--- src/rtl/i2c_req_arbiter_if.sv ---
// Bundle between the on-chip requesters, the request arbiter and the shared I2C master engine.
// The arbiter takes the slave view; requesters plus master engine (or a bench) take the master view.
interface i2c_req_arbiter_if #(
  parameter int N_REQ = 4
);
  logic [N_REQ-1:0]   req_valid;
  logic [7*N_REQ-1:0] req_addr;
  logic [N_REQ-1:0]   req_rw;
  logic [3*N_REQ-1:0] req_len;
  logic [8*N_REQ-1:0] wr_data;
  logic [N_REQ-1:0]   req_grant;
  logic [N_REQ-1:0]   wr_take;
  logic [7:0]         rd_data;
  logic [N_REQ-1:0]   rd_valid;
  logic [N_REQ-1:0]   req_done;
  logic [N_REQ-1:0]   req_err;
  logic               m_start;
  logic [6:0]         m_addr;
  logic               m_rw;
  logic [2:0]         m_len;
  logic [7:0]         m_wdata;
  logic               m_abort;
  logic               m_busy;
  logic               m_byte_req;
  logic [7:0]         m_rdata;
  logic               m_rvalid;
  logic               m_done;
  logic               m_nack;

  modport slave (
    input  req_valid, req_addr, req_rw, req_len, wr_data,
    input  m_busy, m_byte_req, m_rdata, m_rvalid, m_done, m_nack,
    output req_grant, wr_take, rd_data, rd_valid, req_done, req_err,
    output m_start, m_addr, m_rw, m_len, m_wdata, m_abort
  );

  modport master (
    output req_valid, req_addr, req_rw, req_len, wr_data,
    output m_busy, m_byte_req, m_rdata, m_rvalid, m_done, m_nack,
    input  req_grant, wr_take, rd_data, rd_valid, req_done, req_err,
    input  m_start, m_addr, m_rw, m_len, m_wdata, m_abort
  );
endinterface

--- src/rtl/i2c_req_arbiter.sv ---
// Round-robin owner selection for the single I2C master engine: launches one requester's
// transaction at a time, streams its bytes, and reports done/error back to that requester.
module i2c_req_arbiter #(
  parameter int N_REQ   = 4,
  parameter int TIMEOUT = 200000
) (
  input  logic             clk,
  input  logic             rst,
  i2c_req_arbiter_if.slave bus
);
  localparam int IDX_W = (N_REQ > 1) ? $clog2(N_REQ) : 1;
  localparam int TO_W  = $clog2(TIMEOUT + 1);
  localparam logic [TO_W-1:0] TO_LAST = TO_W'(TIMEOUT - 1);

  typedef enum logic [2:0] {IDLE, ARB, START, XFER, ABORT, DONE} state_t;

  state_t           state, state_n;
  logic [IDX_W-1:0] rr_ptr, owner, sel_idx, done_idx;
  logic             sel_found, sel_bad;
  logic [2:0]       sel_len;
  logic [2:0]       cnt, cnt_n;
  logic [TO_W-1:0]  tcnt;
  logic             err_flag;
  logic             wr_hit, rd_hit, over, accept;
  logic             enter_done, fin_err;

  function automatic logic [IDX_W-1:0] rr_wrap(input logic [IDX_W-1:0] base, input int off);
    int s;
    s = int'(base) + off;
    if (s >= N_REQ) s = s - N_REQ;
    return IDX_W'(s);
  endfunction

  function automatic logic [IDX_W-1:0] rr_next(input logic [IDX_W-1:0] i);
    return (int'(i) == N_REQ - 1) ? '0 : i + IDX_W'(1);
  endfunction

  // Walk downward so the requester closest to rr_ptr is the last (winning) assignment
  always_comb begin
    sel_found = 1'b0;
    sel_idx   = '0;
    for (int i = N_REQ - 1; i >= 0; i--) begin
      if (bus.req_valid[rr_wrap(rr_ptr, i)]) begin
        sel_found = 1'b1;
        sel_idx   = rr_wrap(rr_ptr, i);
      end
    end
  end

  assign sel_len  = bus.req_len[3*int'(sel_idx) +: 3];
  assign sel_bad  = (sel_len == 3'd0) || (sel_len > 3'd5);
  assign done_idx = (state == ARB) ? sel_idx : owner;

  assign wr_hit = (state == XFER) && !bus.m_rw && bus.m_byte_req;
  assign rd_hit = (state == XFER) &&  bus.m_rw && bus.m_rvalid;
  assign over   = (wr_hit || rd_hit) && (cnt >= bus.m_len);
  assign accept = (wr_hit || rd_hit) && !over;
  assign cnt_n  = accept ? cnt + 3'd1 : cnt;

  assign bus.m_wdata = (|bus.req_grant) ? bus.wr_data[8*int'(owner) +: 8] : 8'h00;

  always_ff @(posedge clk or posedge rst) begin
    if (rst) state <= IDLE;
    else     state <= state_n;
  end

  // Completion is decided on the transition into DONE so the pulse lands in the DONE cycle
  always_comb begin
    state_n    = state;
    enter_done = 1'b0;
    fin_err    = err_flag;
    case (state)
      IDLE:  if (|bus.req_valid) state_n = ARB;
      ARB: begin
        if (!sel_found) begin
          state_n = IDLE;
        end else if (sel_bad) begin
          state_n    = DONE;
          enter_done = 1'b1;
          fin_err    = 1'b1;
        end else begin
          state_n = START;
        end
      end
      START: if (!bus.m_busy) state_n = XFER;
      XFER: begin
        if (bus.m_done) begin
          state_n    = DONE;
          enter_done = 1'b1;
          fin_err    = err_flag || over || bus.m_nack || (cnt_n != bus.m_len);
        end else if (tcnt == TO_LAST) begin
          state_n = ABORT;
        end
      end
      ABORT: begin
        if (!bus.m_busy) begin
          state_n    = DONE;
          enter_done = 1'b1;
          fin_err    = 1'b1;
        end
      end
      DONE:    state_n = IDLE;
      default: state_n = IDLE;
    endcase
  end

  always_ff @(posedge clk or posedge rst) begin
    if (rst) begin
      rr_ptr        <= '0;
      owner         <= '0;
      cnt           <= '0;
      tcnt          <= '0;
      err_flag      <= 1'b0;
      bus.req_grant <= '0;
      bus.wr_take   <= '0;
      bus.rd_valid  <= '0;
      bus.req_done  <= '0;
      bus.req_err   <= '0;
      bus.rd_data   <= '0;
      bus.m_start   <= 1'b0;
      bus.m_abort   <= 1'b0;
      bus.m_addr    <= '0;
      bus.m_rw      <= 1'b0;
      bus.m_len     <= '0;
    end else begin
      bus.m_start  <= 1'b0;
      bus.m_abort  <= 1'b0;
      bus.wr_take  <= '0;
      bus.rd_valid <= '0;
      bus.req_done <= '0;
      bus.req_err  <= '0;
      case (state)
        ARB: begin
          if (sel_found) begin
            owner      <= sel_idx;
            bus.m_addr <= bus.req_addr[7*int'(sel_idx) +: 7];
            bus.m_rw   <= bus.req_rw[sel_idx];
            bus.m_len  <= sel_len;
            err_flag   <= 1'b0;
            if (!sel_bad) bus.req_grant <= N_REQ'(1) << sel_idx;
          end
        end
        START: begin
          if (!bus.m_busy) begin
            bus.m_start <= 1'b1;
            cnt         <= '0;
            tcnt        <= '0;
          end
        end
        XFER: begin
          cnt <= cnt_n;
          if (tcnt != '1) tcnt <= tcnt + TO_W'(1);
          if (over) err_flag <= 1'b1;
          if (wr_hit && !over) bus.wr_take[owner] <= 1'b1;
          if (rd_hit && !over) begin
            bus.rd_data         <= bus.m_rdata;
            bus.rd_valid[owner] <= 1'b1;
          end
          // m_done on the terminal count takes priority over the abort
          if (!bus.m_done && (tcnt == TO_LAST)) begin
            bus.m_abort <= 1'b1;
            err_flag    <= 1'b1;
          end
        end
        default: ;
      endcase
      if (enter_done) begin
        bus.req_grant <= '0;
        if (fin_err) bus.req_err[done_idx]  <= 1'b1;
        else         bus.req_done[done_idx] <= 1'b1;
        rr_ptr <= rr_next(done_idx);
      end
    end
  end
endmodule

--- src/flat_wrapper.sv ---
// flat-port wrapper written by rule: the top's interface ports become plain ports
module i2c_req_arbiter_flat 
#(
  parameter int N_REQ   = 4,
  parameter int TIMEOUT = 200000
)
  (clk, rst, bus_req_valid, bus_req_addr, bus_req_rw, bus_req_len, bus_wr_data, bus_m_busy, bus_m_byte_req, bus_m_rdata, bus_m_rvalid, bus_m_done, bus_m_nack, bus_req_grant, bus_wr_take, bus_rd_data, bus_rd_valid, bus_req_done, bus_req_err, bus_m_start, bus_m_addr, bus_m_rw, bus_m_len, bus_m_wdata, bus_m_abort);
  i2c_req_arbiter_if #(.N_REQ(N_REQ)) bus_i ();
  input  logic clk;
  input  logic rst;
  input wire logic [$bits(bus_i.req_valid)-1:0] bus_req_valid;
  input wire logic [$bits(bus_i.req_addr)-1:0] bus_req_addr;
  input wire logic [$bits(bus_i.req_rw)-1:0] bus_req_rw;
  input wire logic [$bits(bus_i.req_len)-1:0] bus_req_len;
  input wire logic [$bits(bus_i.wr_data)-1:0] bus_wr_data;
  input wire logic [$bits(bus_i.m_busy)-1:0] bus_m_busy;
  input wire logic [$bits(bus_i.m_byte_req)-1:0] bus_m_byte_req;
  input wire logic [$bits(bus_i.m_rdata)-1:0] bus_m_rdata;
  input wire logic [$bits(bus_i.m_rvalid)-1:0] bus_m_rvalid;
  input wire logic [$bits(bus_i.m_done)-1:0] bus_m_done;
  input wire logic [$bits(bus_i.m_nack)-1:0] bus_m_nack;
  output wire logic [$bits(bus_i.req_grant)-1:0] bus_req_grant;
  output wire logic [$bits(bus_i.wr_take)-1:0] bus_wr_take;
  output wire logic [$bits(bus_i.rd_data)-1:0] bus_rd_data;
  output wire logic [$bits(bus_i.rd_valid)-1:0] bus_rd_valid;
  output wire logic [$bits(bus_i.req_done)-1:0] bus_req_done;
  output wire logic [$bits(bus_i.req_err)-1:0] bus_req_err;
  output wire logic [$bits(bus_i.m_start)-1:0] bus_m_start;
  output wire logic [$bits(bus_i.m_addr)-1:0] bus_m_addr;
  output wire logic [$bits(bus_i.m_rw)-1:0] bus_m_rw;
  output wire logic [$bits(bus_i.m_len)-1:0] bus_m_len;
  output wire logic [$bits(bus_i.m_wdata)-1:0] bus_m_wdata;
  output wire logic [$bits(bus_i.m_abort)-1:0] bus_m_abort;
  assign bus_i.req_valid = bus_req_valid;
  assign bus_i.req_addr = bus_req_addr;
  assign bus_i.req_rw = bus_req_rw;
  assign bus_i.req_len = bus_req_len;
  assign bus_i.wr_data = bus_wr_data;
  assign bus_i.m_busy = bus_m_busy;
  assign bus_i.m_byte_req = bus_m_byte_req;
  assign bus_i.m_rdata = bus_m_rdata;
  assign bus_i.m_rvalid = bus_m_rvalid;
  assign bus_i.m_done = bus_m_done;
  assign bus_i.m_nack = bus_m_nack;
  assign bus_req_grant = bus_i.req_grant;
  assign bus_wr_take = bus_i.wr_take;
  assign bus_rd_data = bus_i.rd_data;
  assign bus_rd_valid = bus_i.rd_valid;
  assign bus_req_done = bus_i.req_done;
  assign bus_req_err = bus_i.req_err;
  assign bus_m_start = bus_i.m_start;
  assign bus_m_addr = bus_i.m_addr;
  assign bus_m_rw = bus_i.m_rw;
  assign bus_m_len = bus_i.m_len;
  assign bus_m_wdata = bus_i.m_wdata;
  assign bus_m_abort = bus_i.m_abort;
  i2c_req_arbiter #(.N_REQ(N_REQ), .TIMEOUT(TIMEOUT)) u_core (.clk(clk), .rst(rst), .bus(bus_i));
endmodule
--- config.mk ---
export PLATFORM = sky130hd
export DESIGN_NAME = i2c_req_arbiter_flat
export DESIGN_NICKNAME = d
export VERILOG_FILES = /design/src/rtl/i2c_req_arbiter_if.sv /design/src/rtl/i2c_req_arbiter.sv /design/src/flat_wrapper.sv
export SDC_FILE = /design/constraint.sdc
export NUM_CORES = 1
export LEC_CHECK = 0
export BUFFER_PORTS_ARGS = -buffer_cell sky130_fd_sc_hd__clkbuf_2
export CORE_ASPECT_RATIO = 1.25
export CORE_MARGIN = 8
export CORE_UTILIZATION = 50
export DETAILED_ROUTE_END_ITERATION = 10
export PLACE_DENSITY_LB_ADDON = 0.12
export SYNTH_ARGS = -nofsm -noshare
export SYNTH_HDL_FRONTEND = slang
export SYNTH_SLANG_ARGS = --single-unit
--- constraint.sdc ---
create_clock -name clk -period 3.6 [get_ports clk]
set_clock_uncertainty 0.05 [all_clocks]
set_input_delay 0.9 -clock clk [delete_from_list [all_inputs] [get_ports clk]]
set_output_delay 0.9 -clock clk [all_outputs]
set_load 0.1 [all_outputs]
==> run_results.csv, run 1 <==
group,metric,value,unit
clocking,cts_buffers,9,
power_and_ir_drop,p_leak,2.614,nW
floorplan,initial_core_util,51.19,%
power_and_ir_drop,irDropWorstVdd,0.0007877,V
clocking,worstSkewPairLatency,0.35,ns
placement,pre_cts_slack,0.2809,ns
grt,antenna_found_initial,0,
yosys,synth.distinct_cells,54,
clocking,clock-sinks,70,
floorplan,row_count,36,
yosys,synth_cells,434,
timing,setup_viol,0,
floorplan,floorplan.die_area,11110,sq um
detailed_routing,viasPerCell,5.208,
timing,tightest_slew,0.7501,ns
critical_path,required,2.65,ns
critical_path,start_kind,"flip-flop",
timing,slew-limit-headroom,49.92,%
grt,grt_pass1_wl,16.97,mm
grt,grt_pass1_vias,3648,
detailed_routing,post_drt_wl_per_cell,15.12,microns
detailed_routing,antenna_left,0,
clocking,cts_setup_buffers,0,
clocking,htree_num_levels,3,
placement,place_congestion,0.8427,
clocking,clk_pin_slew,0.07,ns
cells_and_area,diodes,0,
cells_and_area,nets,681,
yosys,syn_nets,538,
cells_and_area,drive_gt1_share,33.33,%
timing,clock.fmax,0.3331,GHz
detailed_routing,routed_wl,10.24,mm
clocking,cts.hold.buffers_added,0,
timing,final.period_utilization,83.40,%
detailed_routing,drcViolationCount,0,
detailed_routing,dr.pass1.iters,5,
yosys,synth_edf_count,0,
yosys,ys_seq_area_share,43.91,%
floorplan,fp.dieH,115.9,microns
detailed_routing,drt_iter0_drc,101,
flow_run,max_cap_violations,0,
floorplan,fp.dieW,95.89,microns
hold_path,hold_path.class,"flip-flop to flip-flop",
timing,final.min_clock_period,3.002,ns
grt,grtUsageTotal,19.32,%
cells_and_area,final_cell_count_no_fill,677,
timing,rsz0062_at_grt,"false",
grt,grt_max_degree,37,
floorplan,pin_count,144,
placement,placed_cells,661,
yosys,ys_seq_elements,70,
critical_path,critPathKind,"flip-flop to output port",
yosys,syn_area,3989,sq um
clocking,cts_tree,"done",
cells_and_area,area_growth,25.66,%
yosys,syn_area_per_cell,9.191,sq um
yosys,synthArstFlopShare,100.0,%
yosys,synth_top_flop_cell,"dfrtp_1",
grt,overflow,0,
detailed_routing,vias,3526,
yosys,ys.warnings.count,0,
timing,setup_tns,0,ns
critical_path,worstPathMaxFanout,17,
critical_path,end_kind,"output port",
placement,postPlaceCellArea,4827,sq um
placement,hpwl,8.154,mm
power_and_ir_drop,p_per_area,1003,nW/um^2
cells_and_area,layout_common_cells,"143 x clkbuf_2, 99 x nand2_1, 70 x dfrtp_1",
cells_and_area,design_area,5012,sq um
timing,drv_slew,0,
floorplan,core_area,7792,sq um
power_and_ir_drop,finalPower,5.028,mW
cells_and_area,layout_commonest_cell,"clkbuf_2",
critical_path,r2r_setup_slack,0.84,ns
placement,port_buffers,143,
clocking,clk_path_buf_depth,2,
status,outcome,"finished clean",
timing,report.final.hold_viol_count,0,
timing,layout_setup_ws,0.5977,ns
clocking,clock-root-buffer,"clkbuf_8",
clocking,ctsResizeCount,0,
critical_path,worstPathArrival,2.05,ns
-- sequential cells by signal, indices dropped and copies added, names as in the netlist, 2 cells and up --
signal and count:
u_core.tcnt 18, u_core.bus.rd_data 8, u_core.bus.m_addr 7, u_core.bus.rd_valid 4
u_core.bus.req_done 4, u_core.bus.req_err 4, u_core.bus.req_grant 4, u_core.bus.wr_take 4
u_core.bus.m_len 3, u_core.cnt 3, u_core.state 3, u_core.owner 2
u_core.rr_ptr 2
-- metal layers --
| layer | GRT usage [%] | share of wire [%] | wire [microns] |
|---|---|---|---|
| met1 | 23.53 | 43 | 4368 |
| met2 | 32.81 | 51 | 5228 |
| met3 | 4.342 | 4.8 | 493 |
| met4 | 6.064 | 1.4 | 148 |
| met5 | 0 | 0 | 0 |
-- Yosys cell counts, types with 3 or more instances --
cell | instances | area share (%)
a211oi_1 | 4 | 0.75
inv_1 | 14 | 1.3
nor2_1 | 29 | 2.7
and2_1 | 3 | 0.47
nand2_1 | 99 | 9.3
mux4_2 | 8 | 4.5
nor4_1 | 3 | 0.47
dfrtp_1 | 70 | 44
nand2b_1 | 6 | 0.94
o21ai_0 | 29 | 3.6
nand3_1 | 20 | 2.5
or4_1 | 7 | 1.3
ha_1 | 9 | 2.8
and4_1 | 4 | 0.88
mux2i_1 | 4 | 1.0
nor3b_1 | 5 | 0.94
nor2b_1 | 8 | 1.3
o2bb2ai_1 | 4 | 0.88
a21oi_1 | 9 | 1.1
o21a_1 | 5 | 0.94
buf_2 | 4 | 0.50
and3_1 | 11 | 1.7
xnor2_1 | 6 | 1.3
nor3_1 | 5 | 0.63
mux2_4 | 4 | 1.5
xor2_1 | 14 | 3.1
clkbuf_1 | 16 | 1.5
-- area by class of cell --
type | instances | area, sq um
repair buffers | 153 | 803.3
inverters | 15 | 56.30
clock buffers | 11 | 151.4
flip-flops and latches | 70 | 1752
well taps | 95 | 118.9
multi-input cells | 328 | 2097
clock inverters | 5 | 33.78
fillers | 654 | 2780
-- worst max-delay path, stage by stage, from the launching register on --
cell,delay (ns)
dfrtp_1,0.75
mux4_2,0.31
nor2b_1,0.16
clkbuf_2,0.48
-- through the flow --
| stage | hold WS (ns) | utilization [%] |
|---|---|---|
| global placement | 0.4061 | 61.95 |
| finish | 0.4285 | 64.32 |
| CTS | 0.4305 | 64.32 |
| detailed placement | 0.4116 | 61.95 |
| floorplan | 0.4366 | - |
| global route | 0.4577 | 64.32 |
-- kinds of logic after synthesis --
kind of cell	synth area share (%)
and+or+nand+nor	24.50
AOI/OAI and AO/OA	12.74
DFF	43.91
buffers and inverters	3.701
xor gates and xnor gates	4.392
muxes	7.936
adders and majority gates	2.823
-- worst paths after layout --
path | from | to | depth (start not counted)
max | u_core.owner[1] | bus_m_wdata[6] | 3
min | u_core.bus.m_addr[1] | u_core.bus.m_addr[1] | 2
max reg2reg | u_core.cnt[0] | u_core.bus.req_done[1] | 10
min reg2reg | u_core.bus.m_addr[1] | u_core.bus.m_addr[1] | 2
max in group asynchronous | rst | u_core.owner[1] | 3
min in group asynchronous | rst | u_core.bus.rd_data[1] | 2
-- power breakdown --
part / leakage [nW] / switching [mW] / internal (mW) / total (mW)
Clock: 0.0913 / 0.295 / 0.286 / 0.581
Sequential: 0.931 / 0.265 / 1.03 / 1.29
Combinational: 1.59 / 2.38 / 0.779 / 3.16
Total: 2.61 / 2.94 / 2.09 / 5.03
Power figures use the tool's default switching activity.
==> run 2: changes to the inputs <==
==> constraint.sdc (replaced) <==
create_clock -name clk -period 3.07 [get_ports clk]
set_clock_uncertainty 0.05 [all_clocks]
set_input_delay 0.7675 -clock clk [delete_from_list [all_inputs] [get_ports clk]]
set_output_delay 0.7675 -clock clk [all_outputs]
set_load 0.1 [all_outputs]
==> run 2 against run 1 <==
Sequential share of layout area down 0.67 points. Worst hold slack worse by 0.031 ns. Wire length rose by 3.6%. Global-route usage up 0.90 points. Critical path depth did not move. Via count up 2.0%. Final cell count grew 1.3%. Total power increased by 22%. Largest cell class unchanged.
==> run_results.csv, run 2 (synthesis gave the netlist of run 1 again) <==
group,metric,value,unit
timing,clock.fmax,0.3545,GHz
timing,slew-limit-headroom,62.03,%
grt,grt_max_degree,39,
timing,setup_viol,0,
timing,drv_slew,0,
detailed_routing,routed_wl,10.61,mm
critical_path,critPathTopFamily,"flip-flops",
floorplan,pin_count,144,
critical_path,crit_buf_inv,1,
floorplan,fp.dieH,115.9,microns
grt,grt_pass1_wl,17.61,mm
detailed_routing,viasPerCell,5.245,
clocking,worstSkewPairLatency,0.35,ns
detailed_routing,antenna_left,0,
cells_and_area,layout_common_cells,"141 x clkbuf_2, 99 x nand2_1, 69 x dfrtp_1",
cells_and_area,drive_gt1_share,34.69,%
cells_and_area,design_area,5114,sq um
critical_path,required,2.25,ns
critical_path,ff2ff_path_depth,10,
placement,place_congestion,0.8436,
cells_and_area,top_register,"u_core.tcnt",
power_and_ir_drop,irDropWorstVdd,0.0008452,V
critical_path,slowest_delay,0.58,ns
timing,final.period_utilization,91.88,%
detailed_routing,vias,3598,
critical_path,worstPathArrival,2.00,ns
hold_path,hold_path.class,"input pin to asynchronous set/reset pin",
floorplan,core_area,7792,sq um
critical_path,critPathKind,"flip-flop to output port",
timing,rsz0062_at_grt,"false",
clocking,clk_pin_slew,0.07,ns
critical_path,r2r_setup_slack,0.28,ns
power_and_ir_drop,finalPower,6.133,mW
clocking,cts_tree,"done",
grt,grtUsageTotal,20.22,%
critical_path,r2r-end,"u_core.bus.req_done[3]",
clocking,cts_setup_buffers,0,
cells_and_area,diodes,0,
floorplan,initial_core_util,51.19,%
cells_and_area,reg.largest.list,"u_core.tcnt: 18 flops, u_core.bus.rd_data: 8 flops, u_core.bus.m_addr: 7 flops",
critical_path,end_kind,"output port",
detailed_routing,drcViolationCount,0,
timing,final.min_clock_period,2.821,ns
placement,port_buffers,143,
power_and_ir_drop,p_leak,2.672,nW
timing,setup_tns,0,ns
status,outcome,"finished clean",
clocking,htree_num_levels,3,
floorplan,floorplan.die_area,11110,sq um
floorplan,row_count,36,
critical_path,critical_path.cell_chain,"mux4_2 -> nor2b_1 -> clkbuf_2",
clocking,cts_buffers,9,
critical_path,start_kind,"flip-flop",
floorplan,fp.dieW,95.89,microns
clocking,clock-sinks,70,
cells_and_area,layout_commonest_cell,"clkbuf_2",
placement,pre_cts_slack,0.05579,ns
grt,grt_pass1_vias,3681,
cells_and_area,largest_reg_flops,18,
detailed_routing,post_drt_wl_per_cell,15.47,microns
timing,tightest_slew,0.5671,ns
detailed_routing,drt_iter0_drc,171,
grt,antenna_found_initial,0,
timing,report.final.hold_viol_count,0,
critical_path,r2r_start,"u_core.cnt[0]",
placement,hpwl,8.536,mm
clocking,clk_path_buf_depth,2,
clocking,clock-root-buffer,"clkbuf_8",
detailed_routing,dr.pass1.iters,4,
critical_path,worstPathMaxFanout,11,
cells_and_area,nets,690,
power_and_ir_drop,p_per_area,1199,nW/um^2
cells_and_area,area_growth,28.20,%
placement,postPlaceCellArea,4890,sq um
flow_run,max_cap_violations,0,
critical_path,slowest_stage,"dfrtp_2",
timing,layout_setup_ws,0.2494,ns
grt,overflow,0,
-- run 2: changes by cell type in the layout (fill, tap and decap cells not counted) --
cell,change
dfrtp_1,-1
clkbuf_8,-1
buf_12,-1
clkbuf_2,-2
dfrtp_2,+1
nor2b_1,-1
clkinv_4,-1
buf_4,+12
nor2b_2,+1
bufinv_16,+2
-- run 2: worst max-delay path by stage --
stage / start / endpoint / slack [ns] / cells after the start
6_report: u_core.owner[0] / bus_m_wdata[1] / 0.25 / 3
5_1_grt: u_core.cnt[0] / u_core.bus.req_err[0] / 0.08 / 10
4_1_cts: u_core.owner[0] / bus_m_wdata[1] / 0.0006 / 3
3_5_place_dp: bus_req_valid[1] / u_core.rr_ptr[0] / 0.06 / 9
2_1_floorplan: u_core.bus.req_grant[1] / bus_m_wdata[0] / -0.39 / 2
3_3_place_gp: bus_req_valid[1] / u_core.rr_ptr[1] / 0.13 / 9
-- run 2: final cells by class --
cell class / count / area [sq um]
Timing Repair Buffer: 162 / 863.3
Inverter: 15 / 56.30
Tap cell: 95 / 118.9
Clock buffer: 10 / 137.6
Multi-Input combinational cell: 328 / 2100
Fill cell: 662 / 2679
Clock inverter: 6 / 85.08
Sequential cell: 70 / 1753
-- run 2: per-stage QoR --
stage / hold WS (ns) / std cells / utilization [%]
floorplan: 0.4366 / 434 / -
global placement: 0.4063 / 670 / 62.75
detailed placement: 0.4126 / 670 / 62.75
CTS: 0.4103 / 686 / 65.61
global route: 0.4441 / 686 / 65.62
finish: 0.3974 / 686 / 65.62
-- run 2: per-layer routing --
| layer | global-route usage (%) | vias up | routed length (microns) |
|---|---|---|---|
| li1 | - | 1812 | - |
| met1 | 23.96 | 1678 | 4427 |
| met2 | 34.97 | 94 | 5477 |
| met3 | 3.370 | 14 | 532 |
| met4 | 8.530 | 0 | 174 |
| met5 | 0 | - | 0 |
-- run 2: power breakdown --
part / leakage, nW / internal (mW) / switching (mW) / total [mW]
Clock: 0.108 / 0.476 / 0.347 / 0.823
Sequential: 0.930 / 1.20 / 0.300 / 1.50
Combinational: 1.63 / 0.981 / 2.82 / 3.81
-- run 2: repair_timing --
item / 4_1_cts / 5_1_grt
hold buffers: 0 / 0
resized for setup: 0 / 1
setup endpoints to repair: 0 / 6
endpoints found under the hold margin: 0 / 0
-- run 2: worst register-to-register path: stages (launching register included) --
cell	delay, ns
dfrtp_1	0.43
inv_1	0.07
ha_1	0.28
nand2b_1	0.10
a21oi_1	0.07
o211ai_1	0.48
mux2i_1	0.28
xnor2_1	0.14
a31oi_1	0.12
a211oi_2	0.49
and3_1	0.23
